File: src/rtl/cla_bist_pkg.sv
// Shared types and constants for the CLA adder built-in self-test.
package cla_bist_pkg;

  localparam int CLA_BIST_WIDTH    = 16;
  localparam int CLA_BIST_SETTLE_W = 4;

  typedef enum logic [1:0] {
    IDLE   = 2'd0,
    SETTLE = 2'd1,
    CHECK  = 2'd2,
    DONE   = 2'd3
  } cla_bist_state_e;

endpackage

File: src/rtl/cla_bist_vec_gen.sv
// Operand counter chain for the BIST sweep: A counts fastest, then B, then C_In.
module cla_bist_vec_gen
  import cla_bist_pkg::*;
#(
  parameter int WIDTH = CLA_BIST_WIDTH
) (
  input  logic             clk,
  input  logic             reset,
  input  logic             clear,
  input  logic             advance,
  output logic [WIDTH-1:0] vec_a,
  output logic [WIDTH-1:0] vec_b,
  output logic             vec_cin,
  output logic             last_vec
);

  logic a_wrap;
  logic b_wrap;

  assign a_wrap   = &vec_a;
  assign b_wrap   = &vec_b;
  assign last_vec = a_wrap & b_wrap & vec_cin;

  always_ff @(posedge clk) begin
    if (reset || clear) begin
      vec_a   <= '0;
      vec_b   <= '0;
      vec_cin <= 1'b0;
    end else if (advance) begin
      vec_a <= vec_a + WIDTH'(1);
      if (a_wrap) begin
        vec_b <= vec_b + WIDTH'(1);
        if (b_wrap) begin
          vec_cin <= ~vec_cin;
        end
      end
    end
  end

endmodule

File: src/rtl/cla_adder_bist.sv
// Exhaustive on-chip BIST driver/checker for the WIDTH-bit CLA adder.
// Optional CLA_BIST_STOP_ON_ERR_EN adds stop_on_err to end the sweep at the first mismatch.
module cla_adder_bist
  import cla_bist_pkg::*;
#(
  parameter int WIDTH         = CLA_BIST_WIDTH,
  parameter int SETTLE_CYCLES = 1,
  parameter int ERR_W         = 16
) (
  input  logic             clk,
  input  logic             reset,
  input  logic             start,
`ifdef CLA_BIST_STOP_ON_ERR_EN
  input  logic             stop_on_err,
`endif
  output logic [WIDTH-1:0] dut_a,
  output logic [WIDTH-1:0] dut_b,
  output logic             dut_cin,
  input  logic [WIDTH-1:0] dut_sum,
  input  logic             dut_cout,
  output logic             busy,
  output logic             done,
  output logic             pass,
  output logic [ERR_W-1:0] err_count,
  output logic             first_err_valid,
  output logic [WIDTH-1:0] first_err_a,
  output logic [WIDTH-1:0] first_err_b,
  output logic             first_err_cin
);

  cla_bist_state_e             state;
  logic [CLA_BIST_SETTLE_W-1:0] settle_cnt;
  logic                        vec_clear;
  logic                        vec_advance;
  logic                        last_vec;
  logic                        stop_en;
  logic                        mismatch;
  logic                        finish_sweep;
  logic [WIDTH:0]              expected;
  logic [ERR_W-1:0]            err_next;

`ifdef CLA_BIST_STOP_ON_ERR_EN
  assign stop_en = stop_on_err;
`else
  assign stop_en = 1'b0;
`endif

  // Reference is kept at WIDTH+1 bits so a dropped carry is always caught.
  always_comb begin
    expected = {1'b0, dut_a} + {1'b0, dut_b} + {{WIDTH{1'b0}}, dut_cin};
    mismatch = ({dut_cout, dut_sum} != expected);
    err_next = err_count;
    if (mismatch && !(&err_count)) begin
      err_next = err_count + ERR_W'(1);
    end
  end

  assign finish_sweep = last_vec || (mismatch && stop_en);
  assign vec_clear    = ((state == IDLE) || (state == DONE)) && start;
  assign vec_advance  = (state == CHECK) && !finish_sweep;

  cla_bist_vec_gen #(
    .WIDTH(WIDTH)
  ) u_vec_gen (
    .clk     (clk),
    .reset   (reset),
    .clear   (vec_clear),
    .advance (vec_advance),
    .vec_a   (dut_a),
    .vec_b   (dut_b),
    .vec_cin (dut_cin),
    .last_vec(last_vec)
  );

  // state  | meaning
  // IDLE   | waiting for start after reset
  // SETTLE | operands stable, waiting SETTLE_CYCLES for the adder
  // CHECK  | compare result, record errors, advance or finish
  // DONE   | results valid until next start
  always_ff @(posedge clk) begin
    if (reset) begin
      state           <= IDLE;
      settle_cnt      <= '0;
      busy            <= 1'b0;
      done            <= 1'b0;
      pass            <= 1'b0;
      err_count       <= '0;
      first_err_valid <= 1'b0;
      first_err_a     <= '0;
      first_err_b     <= '0;
      first_err_cin   <= 1'b0;
    end else begin
      case (state)
        IDLE, DONE: begin
          if (start) begin
            state           <= SETTLE;
            settle_cnt      <= CLA_BIST_SETTLE_W'(SETTLE_CYCLES);
            busy            <= 1'b1;
            done            <= 1'b0;
            pass            <= 1'b0;
            err_count       <= '0;
            first_err_valid <= 1'b0;
            first_err_a     <= '0;
            first_err_b     <= '0;
            first_err_cin   <= 1'b0;
          end
        end

        SETTLE: begin
          if (settle_cnt <= CLA_BIST_SETTLE_W'(1)) begin
            state <= CHECK;
          end else begin
            settle_cnt <= settle_cnt - CLA_BIST_SETTLE_W'(1);
          end
        end

        CHECK: begin
          err_count <= err_next;
          if (mismatch && !first_err_valid) begin
            first_err_valid <= 1'b1;
            first_err_a     <= dut_a;
            first_err_b     <= dut_b;
            first_err_cin   <= dut_cin;
          end
          if (finish_sweep) begin
            state <= DONE;
            busy  <= 1'b0;
            done  <= 1'b1;
            pass  <= (err_next == '0);
          end else begin
            state      <= SETTLE;
            settle_cnt <= CLA_BIST_SETTLE_W'(SETTLE_CYCLES);
          end
        end

        default: state <= IDLE;
      endcase
    end
  end

endmodule
File: config.mk
export PLATFORM = sky130hd
export DESIGN_NAME = cla_adder_bist
export DESIGN_NICKNAME = d
export VERILOG_FILES = /design/src/rtl/cla_bist_pkg.sv /design/src/rtl/cla_bist_vec_gen.sv /design/src/rtl/cla_adder_bist.sv
export SDC_FILE = /design/constraint.sdc
export NUM_CORES = 1
export LEC_CHECK = 0
export ABC_CLOCK_PERIOD_IN_PS = 4000
export CAP_MARGIN = 20
export CORE_MARGIN = 2
export CORE_UTILIZATION = 52
export DETAILED_ROUTE_END_ITERATION = 8
export PLACE_DENSITY = 0.91
export SYNTH_ARGS = -nofsm -noshare
export SYNTH_HDL_FRONTEND = slang
export SYNTH_SLANG_ARGS = --single-unit
File: constraint.sdc
create_clock -name clk -period 4 [get_ports clk]
set_input_delay 0.8 -clock clk [delete_from_list [all_inputs] [get_ports clk]]
set_output_delay 0.8 -clock clk [all_outputs]
set_load 0.01 [all_outputs]
# --- After elaboration in Yosys (flattened, before gate mapping) ---
# Index checks and enable logic that the tools add are counted.
totals:
  memories: 0
  regBits: 92
  latch_bits: 0
  ramBits: 0
  elab_cells: 83
  mem_bits_ro: 0
classes:
  muxes: 27
  n_shift: 0
  eq_ne: 10
  n_reduce_logical: 23
  bitwise: 3
  div_mod_pow: 0
  mul: 0
  n_lt_le_gt_ge: 1
  n_addsub: 6
op_table:
  columns: ["cell", "count"]
  rows:
  - ["16-bit one-hot mux with 2 select lines", 3]
  - ["16-bit 2-to-1 mux", 4]
  - ["16-bit by 1-bit adder with 16-bit output (second input constant)", 3]
  - ["16-bit AND reduction", 3]
  - ["33-bit AND reduction", 1]
  - ["16-bit by 16-bit adder with 17-bit output", 1]
  - ["17-bit by 1-bit adder with 17-bit output", 1]
  - ["17-bit != test", 1]
  - ["17-bit AND reduction", 1]
  - ["16-bit logical NOT", 1]
  - ["4-bit 2-to-1 mux", 3]
  - ["4-bit one-hot mux with 3 select lines", 1]
  - ["2-bit != test (second input constant)", 5]
  - ["1-bit one-hot mux with 2 select lines", 5]
  - ["3-bit AND reduction", 3]
  - ["1-bit 2-to-1 mux", 7]
  - ["2-bit 2-to-1 mux", 3]
  - ["2-bit one-hot mux with 3 select lines", 1]
  - ["2-bit == test (second input constant)", 2]
  - ["4-bit by 1-bit less-or-equal comparator with 1-bit output (second input constant)", 1]
  - ["1-bit logical AND", 4]
  - ["2-bit AND reduction", 2]
  - ["4-bit by 1-bit subtractor with 4-bit output (second input constant)", 1]
  - ["1-bit logical NOT", 3]
  - ["8 further kinds", 10]

# --- Logic depth before layout (Yosys ltp) ---
depth:
  word_depth: 8
  mapped_depth: 16
  ltp_nobuf: 15

# --- By module ---
# Synthesis repeated with hierarchy kept, for this count alone.
hier_totals:
  cells_unflattened: 676
  area_unflattened_um2: 5557.8
modules_own_cells:
  columns: ["mod", "seq_area_each_um2", "area_per_inst_um2", "cells_each", "instances"]
  rows:
  - ["cla_adder_bist", 1181.1, 3923.8, 479, 1]
  - ["cla_bist_vec_gen", 660.6, 1634.1, 197, 1]

# --- Worst setup path before layout ---
# No wires, ideal clock.
synth_path:
  kind: "register to register"
  from: "register u_vec_gen.vec_a[0]"
  to: "register pass"
  setup_slack_ns: 0.247
  stages_incl_launch_ff: 17
  setup_time_ns: 0.084
  t_arrival_ns: 3.669
  period_less_slack_ns: 3.753
  cell_sequence: "dfxtp_1 inv_1 fa_1 inv_1 fa_1 xnor2_1 o311ai_0 nor4_4 o211ai_1 a2111oi_2 nand4_1 o21a_1 buf_6 a311o_1 a22oi_2 nand4_1 o31ai_2"
synth_between:
  elab_chain_len: 8
  word_cells_on_any_way: 13
synth_lines:
  columns: ["element", "line", "text"]
  rows:
  - ["from (decl)", "cla_bist_vec_gen.sv:11", "output logic [WIDTH-1:0] vec_a,"]
  - ["from (signal assigned)", "cla_bist_vec_gen.sv:30", "vec_a <= vec_a + WIDTH'(1);"]
  - ["16-bit by 16-bit adder with 17-bit output", "cla_adder_bist.sv:50", "expected = {1'b0, dut_a} + {1'b0, dut_b} + {{WIDTH{1'b0}}, dut_cin};"]
  - ["17-bit by 1-bit adder with 17-bit output", "cla_adder_bist.sv:50", null]
  - ["17-bit != test", "cla_adder_bist.sv:51", "mismatch = ({dut_cout, dut_sum} != expected);"]
  - ["1-bit logical AND", "cla_adder_bist.sv:53", "if (mismatch && !(&err_count)) begin"]
  - ["16-bit 2-to-1 mux", "cla_adder_bist.sv:53", null]
  - ["16-bit logical NOT", "cla_adder_bist.sv:129", "pass <= (err_next == '0);"]
  - ["1-bit 2-to-1 mux", "cla_adder_bist.sv:125", "if (finish_sweep) begin"]
  - ["1-bit one-hot mux with 2 select lines", "cla_adder_bist.sv:93", "case (state)"]
  - ["to (signal assigned)", "cla_adder_bist.sv:129", null]
  - ["to (decl)", "cla_adder_bist.sv:23", "output logic pass,"]
# Several ways; a longest one is shown, not always the timed one. The select of a mux whose other input is x is not followed.
# A chain may end at the register's enable or synchronous reset.

# --- Worst setup path after layout ---
# Same ends and word-level chain as after synthesis.

==> results_dict.tcl <==
set metrics [dict create \
    worst_slack_ns 0.237 \
    worst_pin_slew_ns 1.02 \
    post-route-util_pct 67.8 \
    synthFlopType "dfxtp_1" \
    clk_latency_ns 0.36 \
    clock-sinks 92 \
    cp-startpoint "u_vec_gen.vec_a[0]" \
    core_sq_um 10200 \
    cts_buffer_depth 2 \
    syn_area_sq_um 5390 \
    power.switching_uw 569 \
    drtIter0Drc 357 \
    required_ns 4.28 \
    cts_buffers 9 \
    total_power_mw 1.85 \
    routedWlPerCell_um 17.2 \
    ys_seq_area_share_pct 34.2 \
    critical_path.cell_chain "inv_1, fa_1, inv_1, fa_1, xnor2_1, o311ai_2, buf_4, nor4_4, o211ai_1, a2111oi_2, nand4_1, or3_1, o31a_1, o2bb2ai_1, nand4_1, o31ai_2" \
    worstReg2RegStart "u_vec_gen.vec_a[0]" \
    globalplace.congestion 0.966 \
    cts_tree "yes" \
    startpoint_type "flop" \
    root_buffer "clkbuf_8" \
    status "finished clean" \
    slew_violations 0 \
    max_cap_viol_count 0 \
    postSynthCellCount 669 \
    ys_ff_latch 92 \
    hpwl_um 11700 \
    setup_viol 0 \
    die_w_um 106 \
    dieHeight_um 106 \
    finish.instance_area_sq_um 6900 \
    r2r_cells 16 \
    dieArea_sq_um 11200 \
    tns_ns 0 \
    io_pins 106 \
    register_area_sq_um 1840 \
    fin_nets 824 \
    first_global_vias 5346 \
    initial_utilization_pct 52.9 \
    power_density_nw_per_um2 268 \
    syn-num-nets 714 \
    fin_skew_ns 0.0106 \
    peakVddDrop_mv 0.198 \
    endpoint_kind "flop" \
    worstPathArrival_ns 4.05 \
    grt_setup_unrepaired "false" \
    overflow 0 \
    rows 37 \
    synthArstFlopShare_pct 0 \
    drive_above_1_share_pct 7.14 \
    slowest_delay_ns 0.43 \
    multi_input_area_sq_um 3400 \
    p_comb_share_pct 16.1 \
    clkTransAtPathRegs_ns 0.10 \
    sw_frac_of_total_pct 30.7 \
    gr-usage-all-layers_pct 28.1 \
    hold_viol 0 \
    syn_area_per_cell_sq_um 8.05 \
    r2r_slack_ns 0.24 \
    critical-path-slowest-cell "fa_1" \
    ys_types 68 \
    cts_setup_buffers 0 \
    fin_crit_sh_pct 94.1 \
    drtPass1Iterations 5 \
    period_minus_slack_ns 3.76 \
    cts-hold-fix-buffers 0 \
    r2r_end "pass" \
    yosys_warnings 0 \
    num-fill-cells 830 \
    pre_cts_ws_ns 0.193 \
    n_antenna_cell 0 \
    internal_power_mw 1.28 \
    antenna_found_initial 0 \
    drc_errors 0 \
    io_buffers 105 \
    synth_edf_count 0 \
    drt-vias-per-instance 6.04 \
    h-tree-depth 3 \
    seqPwrFrac_pct 50.7 \
    dpl_cell_area_sq_um 6660 \
    clock_power_share_pct 33.2 \
    synthToLayoutAreaGrowth_pct 28.1 \
    crit_path_max_fanout 3 \
    ant_nets 0 \
    path_class "flop to flop" \
    cp-endpoint "pass" \
    via_count 5559 \
    grt_pass1_wl_um 25800 \
    grt_max_degree 57 \
    max_clock_freq_ghz 0.266 \
    hold_class "flop to flop" \
    slew_headroom_pct 31.5 \
    p_leak_nw 2.49 \
    drt-total-wl_um 15800 \
]
-- critical path, delay by kind of cell (launching register included) --
family	cells	cell delay [ns]
adder cells (fa/ha/maj)	2	0.85
AO/OA/AOI/OAI	6	1.04
buffers and inverters	3	0.30
XOR/XNOR	1	0.18
AND/OR/NAND/NOR	4	1.00
flip-flops	1	0.34
-- through the flow --
step | hold WS (ns) | instances
after floorplan | 0.467 | 669
after global routing | 0.533 | 920
after detailed placement | 0.484 | 903
final | 0.502 | 920
after CTS | 0.504 | 919
after global placement | 0.473 | 903
-- worst min path at each step --
stage | start | to | slack (ns) | cells after the start
finish | busy | busy | 0.50 | 2
global route | pass | pass | 0.53 | 2
CTS | pass | pass | 0.50 | 2
detailed placement | busy | busy | 0.48 | 2
global placement | done | done | 0.47 | 2
floorplan | settle_cnt[2] | settle_cnt[2] | 0.47 | 2
-- Yosys cell counts (16+ instances only) --
cell | count | area (sq um)
a21oi_1 | 41 | 205
a22oi_1 | 36 | 270
and3_1 | 16 | 100
clkbuf_1 | 17 | 63.8
dfxtp_1 | 92 | 1840
ha_1 | 23 | 288
inv_1 | 17 | 63.8
nand2_1 | 64 | 240
nand4_1 | 17 | 106
nor2_1 | 97 | 364
nor3_1 | 16 | 80.1
o21ai_0 | 31 | 155
xnor2_1 | 20 | 175
xor2_1 | 23 | 201
-- cell families (layout without fill, tap and decap cells) --
family,Yosys count,after routing,synth area share (%)
compound gates,177,177,22.7
xor+xnor,43,43,6.99
fa+ha+maj,25,25,6.08
buf+inv,43,158,3.37
flops,92,92,34.2
mux,6,6,1.14
simple gates,283,283,25.5
-- sequential cells by signal, indices dropped and copies added (netlist names) --
name,cells
first_err_a,16
err_count,16
settle_cnt,4
first_err_valid,1
first_err_cin,1
done,1
u_vec_gen.vec_cin,1
pass,1
first_err_b,16
state,2
u_vec_gen.vec_a,16
busy,1
u_vec_gen.vec_b,16
-- cells in the final DEF (no fill, tap or decap), drive strengths merged, types with 8 or more instances in the layout --
cell type	synthesis	routed
or3	15	15
dfxtp	92	92
ha	23	23
nor3	16	16
nand2	64	64
nand4	17	17
a311oi	9	9
buf	9	21
nand3	15	15
nor2b	10	10
inv	17	21
xor2	23	23
a21oi	43	43
clkbuf	17	9
and3	17	17
xnor2	20	20
o21ai	32	32
and2	8	8
nor2	97	97
clkdlybuf4s50	0	104
a22oi	37	37
-- layer usage --
metal	wire (um)	part of all wire, %	track usage (%)	up-vias
li1	-	-	-	2664
met1	6700	42	35.1	2624
met2	7800	49	49.0	244
met3	1030	6.5	5.19	27
met4	260	1.6	8.55	0
met5	0	0	0	-
-- power by group through the flow --
stage               Sequential, mW  Clock (mW)  Combinational (mW)
floorplan                    0.960           0               0.184
CTS                          0.938       0.619               0.284
detailed placement           0.959           0               0.282
global placement             0.958           0               0.269
finish                       0.938       0.615               0.299
global route                 0.940       0.668               0.324
-- repair_timing --
action / in CTS / in global routing
endpoints found under the setup margin: 0 / 44
endpoints found under the hold margin: 0 / 0
gates resized for setup: 0 / 6
-- layout make-up --
type	count	area share, %
Clock buffer	9	1.79
Sequential cell	92	26.7
Inverter	17	0.925
Clock inverter	7	0.943
Tap cell	136	2.47
Multi-Input combinational cell	534	49.2
Timing Repair Buffer	125	18.0
Power figures use the tool's default switching activity.
